==> src/rtl/apb_pkg.sv <==
// Shared APB definitions: FSM state encoding (matches the requester FSMs),
// default register window base, register-index helpers and the decode record.
package apb_pkg;

    localparam logic [1:0] ST_IDLE   = 2'b00;
    localparam logic [1:0] ST_SETUP  = 2'b01;
    localparam logic [1:0] ST_ACCESS = 2'b11;

    localparam logic [31:0] APB_BASE_ADDR = 32'hA000;

    // The two highest word indices of the window are the control registers.
    function automatic int idx_wait_cfg(input int num_regs);
        return num_regs - 2;
    endfunction

    function automatic int idx_xfer_cnt(input int num_regs);
        return num_regs - 1;
    endfunction

    // Each flag is one reason an access is rejected; any set flag makes it illegal.
    typedef struct packed {
        logic below_base;
        logic out_of_range;
        logic misaligned;
        logic ro_write;
    } decode_t;

endpackage

==> src/rtl/apb_wait_counter.sv <==
// Loadable down-counter that paces wait states; zero marks the cycle in
// which the completer may assert PREADY.
module apb_wait_counter #(
    parameter int W = 4
) (
    input  logic         pclk,
    input  logic         preset_n,
    input  logic         load,
    input  logic [W-1:0] load_val,
    input  logic         en,
    output logic         zero
);

    logic [W-1:0] cnt_reg;

    always_ff @(posedge pclk or negedge preset_n) begin
        if (!preset_n) begin
            cnt_reg <= '0;
        end else if (load) begin
            cnt_reg <= load_val;
        end else if (en && (cnt_reg != '0)) begin
            cnt_reg <= cnt_reg - 1'b1;
        end
    end

    assign zero = (cnt_reg == '0);

endmodule

==> src/rtl/apb_reg_slave.sv <==
// APB3 register completer: general RW registers, WAIT_CFG and a read-only
// transfer counter. Define APB_SLV_ERR_EN to drive pslverr_o on illegal accesses.
module apb_reg_slave
    import apb_pkg::*;
#(
    parameter int                N            = 32,
    parameter logic [N-1:0]      BASE_ADDR    = N'(APB_BASE_ADDR),
    parameter int                NUM_REGS     = 8,
    parameter int                WAIT_W       = 4,
    parameter logic [WAIT_W-1:0] WAIT_DEFAULT = '0
) (
    input  logic         pclk,
    input  logic         preset_n,
    input  logic         psel_i,
    input  logic         penable_i,
    input  logic [N-1:0] paddr_i,
    input  logic         pwrite_i,
    input  logic [N-1:0] pwdata_i,
    output logic [N-1:0] prdata_o,
    output logic         pready_o,
    output logic         pslverr_o
);

    localparam int IDX_W        = $clog2(NUM_REGS);
    localparam int NUM_GEN      = NUM_REGS - 2;
    localparam int IDX_WAIT_CFG = idx_wait_cfg(NUM_REGS);
    localparam int IDX_XFER_CNT = idx_xfer_cnt(NUM_REGS);

    logic [1:0]        state_reg;
    logic [1:0]        state_next;
    logic [N-3:0]      word_off;
    logic [IDX_W-1:0]  idx;
    decode_t           dec;
    logic              illegal;
    logic              wcnt_load;
    logic              wcnt_en;
    logic              wcnt_zero;
    logic              complete;
    logic              wr_en;
    logic [NUM_GEN-1:0] gen_we;
    logic [N-1:0]      gen_reg [NUM_GEN];
    logic [WAIT_W-1:0] wait_cfg_reg;
    logic [N-1:0]      xfer_cnt_reg;
    logic [N-1:0]      rd_word;

    // Address decode works on word offsets; BASE_ADDR is word aligned.
    assign word_off = paddr_i[N-1:2] - BASE_ADDR[N-1:2];
    assign idx      = word_off[IDX_W-1:0];

    always_comb begin
        dec              = '0;
        dec.below_base   = (paddr_i < BASE_ADDR);
        dec.out_of_range = (word_off[N-3:IDX_W] != '0);
        dec.misaligned   = (paddr_i[1:0] != 2'b00);
        dec.ro_write     = pwrite_i && (idx == IDX_W'(IDX_XFER_CNT));
    end

    assign illegal = |dec;

    // Wait count is (re)loaded on every entry into ACCESS, from SETUP or a skipped setup.
    assign wcnt_load = ((state_reg == ST_IDLE) && psel_i && penable_i) ||
                       ((state_reg == ST_SETUP) && psel_i);
    assign wcnt_en   = (state_reg == ST_ACCESS);

    apb_wait_counter #(
        .W (WAIT_W)
    ) u_wait_counter (
        .pclk     (pclk),
        .preset_n (preset_n),
        .load     (wcnt_load),
        .load_val (wait_cfg_reg),
        .en       (wcnt_en),
        .zero     (wcnt_zero)
    );

    assign pready_o = (state_reg == ST_ACCESS) && wcnt_zero;
    assign complete = pready_o && psel_i && penable_i;
    assign wr_en    = complete && pwrite_i && !illegal;

    always_comb begin
        state_next = state_reg;
        case (state_reg)
            ST_IDLE: begin
                if (psel_i) begin
                    state_next = penable_i ? ST_ACCESS : ST_SETUP;
                end
            end
            ST_SETUP: begin
                state_next = psel_i ? ST_ACCESS : ST_IDLE;
            end
            ST_ACCESS: begin
                if (complete || !psel_i || !penable_i) begin
                    state_next = ST_IDLE;
                end
            end
            default: begin
                state_next = ST_IDLE;
            end
        endcase
    end

    always_ff @(posedge pclk or negedge preset_n) begin
        if (!preset_n) begin
            state_reg <= ST_IDLE;
        end else begin
            state_reg <= state_next;
        end
    end

    for (genvar gi = 0; gi < NUM_GEN; gi++) begin : g_gen_we
        assign gen_we[gi] = wr_en && (idx == IDX_W'(gi));
    end

    always_ff @(posedge pclk or negedge preset_n) begin
        if (!preset_n) begin
            for (int i = 0; i < NUM_GEN; i++) begin
                gen_reg[i] <= '0;
            end
        end else begin
            for (int i = 0; i < NUM_GEN; i++) begin
                if (gen_we[i]) begin
                    gen_reg[i] <= pwdata_i;
                end
            end
        end
    end

    always_ff @(posedge pclk or negedge preset_n) begin
        if (!preset_n) begin
            wait_cfg_reg <= WAIT_DEFAULT;
        end else if (wr_en && (idx == IDX_W'(IDX_WAIT_CFG))) begin
            wait_cfg_reg <= pwdata_i[WAIT_W-1:0];
        end
    end

    // Errored transfers still count as completed transfers.
    always_ff @(posedge pclk or negedge preset_n) begin
        if (!preset_n) begin
            xfer_cnt_reg <= '0;
        end else if (complete) begin
            xfer_cnt_reg <= xfer_cnt_reg + 1'b1;
        end
    end

    always_comb begin
        rd_word = '0;
        for (int i = 0; i < NUM_GEN; i++) begin
            if (idx == IDX_W'(i)) begin
                rd_word = gen_reg[i];
            end
        end
        if (idx == IDX_W'(IDX_WAIT_CFG)) begin
            rd_word = {{(N-WAIT_W){1'b0}}, wait_cfg_reg};
        end
        if (idx == IDX_W'(IDX_XFER_CNT)) begin
            rd_word = xfer_cnt_reg;
        end
    end

    assign prdata_o = (pready_o && !pwrite_i && !illegal) ? rd_word : '0;

`ifdef APB_SLV_ERR_EN
    assign pslverr_o = pready_o && illegal;
`else
    assign pslverr_o = 1'b0;
`endif

endmodule

==> config.mk <==
export PLATFORM = sky130hd
export DESIGN_NAME = apb_reg_slave
export DESIGN_NICKNAME = d
export VERILOG_FILES = /design/src/rtl/apb_pkg.sv /design/src/rtl/apb_wait_counter.sv /design/src/rtl/apb_reg_slave.sv
export SDC_FILE = /design/constraint.sdc
export NUM_CORES = 1
export LEC_CHECK = 0
export BUFFER_PORTS_ARGS = -buffer_cell sky130_fd_sc_hd__buf_2
export CORE_MARGIN = 4
export CORE_UTILIZATION = 35
export CTS_CLUSTER_DIAMETER = 60
export DETAILED_ROUTE_END_ITERATION = 10
export GPL_TIMING_DRIVEN = 0
export PLACE_DENSITY = 0.64
export SLEW_MARGIN = 15
export SYNTH_ARGS = -nofsm -noshare
export SYNTH_HDL_FRONTEND = slang
export SYNTH_SLANG_ARGS = --single-unit
==> constraint.sdc <==
create_clock -name pclk -period 2.6 [get_ports pclk]
set_clock_uncertainty 0.15 [all_clocks]
set_input_delay 0.52 -clock pclk [delete_from_list [all_inputs] [get_ports pclk]]
set_output_delay 0.52 -clock pclk [all_outputs]
set_load 0.1 [all_outputs]
==> impl_metrics.toml, run 1 <==
[outcome]
status = "finished with violations"
violations = "setup timing"

[sta]
max_freq_mhz = 268
finalSetupViolations = 114
min_period_over_period_pct = 143
fin_ws_ns = -1.13
rsz0062_at_grt = "yes"
finalHoldViolations = 0
period_needed_ns = 3.73
maxSlewViolCount = 0
relSlewSlack_pct = 30.7
worstMarginPinSlew_ns = 1.04

[routing]
first_iter_violations = 496
vias = 7995
firstDrtPassIters = 5
wire_per_inst_um = 20.0
routed_wl_um = 30300
vias_per_cell = 5.26
drtAntennaViolNets = 0
drc = 0

[global_route]
grt_max_degree = 104
grt_pass1_vias = 8190
grtUsageTotal_pct = 16.7
antenna_found_initial = 3
grt-ovfl-total = 0
grt_pass1_wl_um = 47300

[place]
preCtsSetupSlack_ns = -1.40
dpl.hpwl_um = 20800
io_buffers = 99
gp_congestion = 0.792

[critical_path]
cpLargestDelayFamily = "simple AND/OR/NAND/NOR gates"
worst_path_most_repeated_cell = "buf_12"
path_cells = "inv_2, ha_4, or3b_4, or3_4, or4_4, buf_12, buf_12, nor3_4, buf_12"
critical_path.max_stage_delay_ns = 0.43
rr_worst_depth = 10
crit_buf_inv = 4
slowest_stage = "or4_4"
crit_arrival_ns = 3.06
crit_required_ns = 1.93
endpoint_kind = "primary output"
worstSetupPathType = "register to primary output"
worstSetupPathDepth = 9
critPathLaunchType = "register"
path_max_fanout = 5

[pwr]
cellPowerDensity_mw_per_mm2 = 548
vdd_drop_max_v = 0.000471
power_leakage_nw = 6.55

[logic_synthesis]
syn_avg_cell_area_um2 = 12.5
synth.cell_area_mm2 = 0.0114
synth.distinct_cells = 52
yosys.cell_count.top_type = "dfrtp_1"
synthArstFlopShare_pct = 100
yosysSeqAreaShare_pct = 51.5
ys.flop_type = "dfrtp_1"
syn_nets = 985
yosysWarnings = 0
yosys.area.top_type = "dfrtp_1"
ys_seq_elements = 234
netlist_top_cells_count = "234 x dfrtp_1, 190 x mux2_2, 46 x o21ai_0, 44 x nand2_1, 41 x nor2_1"
synth.top_cell.area_share_pct = 51.5
synthTopCellsByArea = "dfrtp_1 51%, mux2_2 19%, mux4_2 2.8%, xnor2_1 2.2%, o21ai_0 2.0%"
synth-edff-count = 0
syn-instance-count = 913

[clocking]
numCtsBuffers = 26
clk_latency_ns = 0.53
clock_path_buffers = 3
root_buffer = "clkbuf_16"
cts.clk_slew.worst_paths_ns = 0.06
clock-sinks = 234
h-tree-depth = 1
cts_tree = "yes"

[final_layout]
largest_reg_flops = 192
nets = 1140
area_growth_pct = 28.4
nFillCells = 2872
drive_gt1_share_pct = 42.0
antennaDiodeCount = 0
finish.utilization_pct = 45.9

[die]
die_h_um = 188
ios = 103
design.die.area_mm2 = 0.0354
placementRows = 65
start_util_pct = 35.8
core_area_mm2 = 0.0318
die_w_um = 188

[job]
maxCapViolCount = 0

[worst_hold_path]
hold_depth = 3
min_path_type = "input pin to register"
through the flow:
step | cells | area [um^2] | TNS [ns] | hold slack (ns) | power (W)
2_1_floorplan | 913 | 11700 | -26.03 | 0.0744 | 0.00402
3_3_place_gp | 1447 | 12800 | -909.34 | 0.313 | 0.00427
3_5_place_dp | 1449 | 12800 | -135.55 | 0.305 | 0.00429
4_1_cts | 1506 | 14400 | -35.05 | 0.0984 | 0.00805
5_1_grt | 1521 | 14600 | -48.51 | 0.119 | 0.00829
6_report | 1521 | 14600 | -42.59 | 0.114 | 0.00800
report_power, final:
part | switching [W] | total (W) | internal (W)
logic | 0.000391 | 0.000598 | 0.000207
clock network | 0.00149 | 0.00370 | 0.00221
registers | 0.0000320 | 0.00370 | 0.00367
path summary, 6_finish.rpt:
kind                       slack, ns                      start                to
hold / removal                  0.11                  penable_i      state_reg[0]
setup reg to reg               -0.26  u_wait_counter.cnt_reg[0]       gen_reg[47]
min in group asynchronous       0.32                   preset_n   wait_cfg_reg[3]
max in group asynchronous       1.13                   preset_n  xfer_cnt_reg[15]
setup / recovery               -1.13  u_wait_counter.cnt_reg[0]      prdata_o[23]
hold reg to reg                 0.33           xfer_cnt_reg[31]  xfer_cnt_reg[31]
layer usage:
metal  track usage (%)  vias up  routed length (um)
met2              26.9      167               14600
met5                 0        -                  47
li1                  -     3680                   -
met1              23.5     4099               13700
met4              4.21        6                 588
met3              3.15       43                1420
cell type report:
class | instances | area [um^2] | area share, %
clock inverters | 9 | 108 | 0.737
clock buffers | 37 | 753 | 5.16
multi-input cells | 607 | 5610 | 38.4
inverters | 9 | 33.8 | 0.231
repair buffers | 130 | 1310 | 8.94
well taps | 435 | 544 | 3.73
flip-flops and latches | 234 | 5860 | 40.1
plain buffers | 60 | 390 | 2.67
kinds of logic after synthesis:
kind of cell	Yosys count	synth area share, %
compound gates	130	7.36
simple gates	202	10.6
buf+inv	72	2.85
fa+ha+maj	3	0.330
xor+xnor	33	2.61
mux	238	24.7
other cells	1	0.0330
flops	234	51.5
worst reg2reg max path: cells and delay by family, from the launching register on:
family,cells,cell delay (ns)
buf+inv,5,0.68
mux,1,0.36
fa+ha+maj,1,0.13
simple gates,3,1.01
flops,1,0.40
timing repair:
item	in CTS	in global routing
buffers inserted	11	15
endpoints found under the setup margin	167	186
hold buffers	1	0
hold endpoints to repair	44	0
pin swaps	5	10
gates resized for setup	160	32
cloned	1	1
layout by cell type (no fill, tap or decap), types with 8 or more instances in the layout:
cell | synthesis | final
mux2_1 | 13 | 13
a21oi_1 | 29 | 24
o21ai_0 | 46 | 46
buf_2 | 21 | 67
buf_4 | 1 | 32
nand3_1 | 17 | 17
mux2i_1 | 21 | 21
nand2_1 | 44 | 44
a31oi_4 | 0 | 21
mux2_2 | 190 | 190
nor3_1 | 29 | 27
nor4_4 | 6 | 8
nand4_1 | 21 | 21
xnor2_1 | 28 | 28
o2bb2ai_1 | 21 | 21
and3_1 | 8 | 8
clkbuf_16 | 0 | 27
clkbuf_1 | 33 | 36
dfrtp_1 | 234 | 234
nor2_1 | 41 | 40
buf_12 | 0 | 35
mux4_2 | 14 | 14
buf_6 | 3 | 11
Note: power is estimated with default switching activity, not from simulation.
==> run 2: changes to the inputs <==
--- a/config.mk
+++ b/config.mk
@@ -12,6 +12,7 @@
 export DETAILED_ROUTE_END_ITERATION = 10
 export GPL_TIMING_DRIVEN = 0
 export PLACE_DENSITY = 0.64
+export SETUP_SLACK_MARGIN = 0.02
 export SLEW_MARGIN = 15
 export SYNTH_ARGS = -nofsm -noshare
 export SYNTH_HDL_FRONTEND = slang
==> run 2 against run 1 <==
- the flow still finishes with violations (setup timing)
- routed wire length fell by 0.26%
- cell count rose by 0.33%
- sequential power barely moved
- via count fell by 0.18%
- setup slack got worse by 0.071 ns
- first-iteration DRC count fell by 9.9%
- critical path depth did not move
- flip-flop and latch count did not move
- worst hold slack improved by 0.0022 ns
- cell area rose by 0.29%
- highest routed layer unchanged
==> impl_metrics.toml, run 2 (synthesis results as in run 1) <==
[critical_path]
crit_arrival_ns = 3.13
cpLargestDelayFamily = "simple AND/OR/NAND/NOR gates"
path_cells = "inv_2, ha_4, or3b_4, or3_4, or4_4, buf_12, buf_12, nor3_4, buf_12"
endpoint_kind = "primary output"
critical_path.max_stage_delay_ns = 0.50
worst_path_most_repeated_cell = "buf_12"
crit_buf_inv = 4
path_max_fanout = 5
crit_required_ns = 1.93
critPathLaunchType = "register"
slowest_stage = "or4_4"
worstSetupPathType = "register to primary output"

[sta]
worstMarginPinSlew_ns = 1.04
worst_hold_slack_ns = 0.116
max_freq_mhz = 263
maxSlewViolCount = 0
fin_ws_ns = -1.20
period_needed_ns = 3.80
finalSetupViolations = 143
relSlewSlack_pct = 30.4
min_period_over_period_pct = 146
rsz0062_at_grt = "yes"
finalHoldViolations = 0

[final_layout]
drive_gt1_share_pct = 42.2
antennaDiodeCount = 0
nets = 1145
stdcell_area_mm2 = 0.0146
final_cell_mix = "234 x dfrtp_1, 190 x mux2_2, 65 x buf_2"
largest_reg_flops = 192
layout_commonest_cell = "dfrtp_1"
area_growth_pct = 28.8

[global_route]
grtUsageTotal_pct = 16.8
top_usage_layer = "met2"
grt_pass1_wl_um = 47500
use_met1_pct = 23.6
use_met2_pct = 27.0
grt_max_degree = 104
grt_pass1_vias = 8230
grt-ovfl-total = 0
antenna_found_initial = 3
use_met3_pct = 3.04

[place]
gp_congestion = 0.792
dpl.hpwl_um = 20800
place_area_mm2 = 0.0128
io_buffers = 99

[clocking]
clk_latency_ns = 0.53
numCtsBuffers = 26
clock-sinks = 234
clock_path_buffers = 3
cts.clk_slew.worst_paths_ns = 0.06
root_buffer = "clkbuf_16"
h-tree-depth = 1
cts_tree = "yes"

[die]
die_w_um = 188
placementRows = 65
ios = 103
core_area_mm2 = 0.0318
die_h_um = 188
start_util_pct = 35.8
design.die.area_mm2 = 0.0354

[pwr]
switching_share_pct = 23.9
p_comb_share_pct = 7.5
cellPowerDensity_mw_per_mm2 = 547
pwr-share-seq_pct = 46.2
clkPwrFrac_pct = 46.2
p_sw_w = 0.00191
vdd_drop_max_v = 0.000466
finalPower_w = 0.00801
power_leakage_nw = 6.58
p_int_w = 0.00609

[routing]
routed_wl_um = 30300
drtAntennaViolNets = 0
vias_per_cell = 5.23
drc = 0
first_iter_violations = 447
wire_per_inst_um = 19.8
firstDrtPassIters = 5
vias = 7981

[outcome]
status = "finished with violations"
violations = "setup timing"

[worst_hold_path]
min_path_type = "input pin to register"

[job]
maxCapViolCount = 0
==> run 2: cell types whose count changed in the layout (fill, tap and decap cells not counted), sizes merged <==
cell / delta
buf: +6
clkdlybuf4s15: -1
==> run 2: path summary, 6_finish.rpt <==
kind	startpoint	end	slack (ns)	depth (start not counted)
worst max register to register	u_wait_counter.cnt_reg[0]	gen_reg[135]	-0.10	10
worst min register to register	xfer_cnt_reg[31]	xfer_cnt_reg[31]	0.33	1
worst max-delay path	u_wait_counter.cnt_reg[0]	prdata_o[23]	-1.20	9
min in group asynchronous	preset_n	wait_cfg_reg[3]	0.33	2
max in group asynchronous	preset_n	gen_reg[179]	1.14	3
worst min-delay path	penable_i	state_reg[0]	0.12	3
==> run 2: worst register-to-register path, cell delays in order (launching register included) <==
cell and delay (ns):
dfrtp_1 0.40, inv_2 0.09, ha_4 0.13, buf_4 0.09, buf_4 0.09, and4bb_2 0.33, nand4_1 0.18, nor4_4 0.35
buf_4 0.19, buf_4 0.21, mux2_2 0.36
==> run 2: final cells by class <==
cell class | count | area, um^2
plain buffers | 62 | 412
inverters | 9 | 33.8
repair buffers | 133 | 1330
well taps | 435 | 544
clock inverters | 9 | 108
clock buffers | 37 | 753
multi-input cells | 607 | 5610
flip-flops and latches | 234 | 5860
fillers | 2876 | 17200
==> run 2: per-stage QoR <==
step	util [%]	TNS (ns)	setup WS, ns	std cells
2_1_floorplan	-	-26.03	-0.962	913
3_3_place_gp	40.2	-909.34	-3.35	1447
3_5_place_dp	40.4	-135.55	-1.40	1449
4_1_cts	45.5	-39.18	-1.28	1513
5_1_grt	46.1	-52.32	-1.27	1526
6_report	46.1	-42.09	-1.20	1526
==> run 2: metal layers <==
| metal | routed length (um) | vias up |
|---|---|---|
| met5 | 47 | - |
| met4 | 702 | 6 |
| met3 | 1300 | 49 |
| met2 | 14400 | 154 |
| met1 | 13800 | 4091 |
| li1 | - | 3681 |
==> run 2: power groups by stage <==
| stage | clock, W | sequential, W | combinational [W] |
|---|---|---|---|
| after floorplan | 0 | 0.00376 | 0.000257 |
| after global placement | 0 | 0.00377 | 0.000508 |
| after detailed placement | 0 | 0.00377 | 0.000523 |
| after CTS | 0.00377 | 0.00370 | 0.000588 |
| after global routing | 0.00393 | 0.00370 | 0.000665 |
| final | 0.00370 | 0.00370 | 0.000604 |
==> run 2: repair_timing <==
action,in CTS,in global routing
pin swaps,7,13
endpoints found under the setup margin,192,175
endpoints found under the hold margin,44,0
gates resized for setup,166,27
cloned,1,0
hold buffers,1,0
setup buffers,16,14
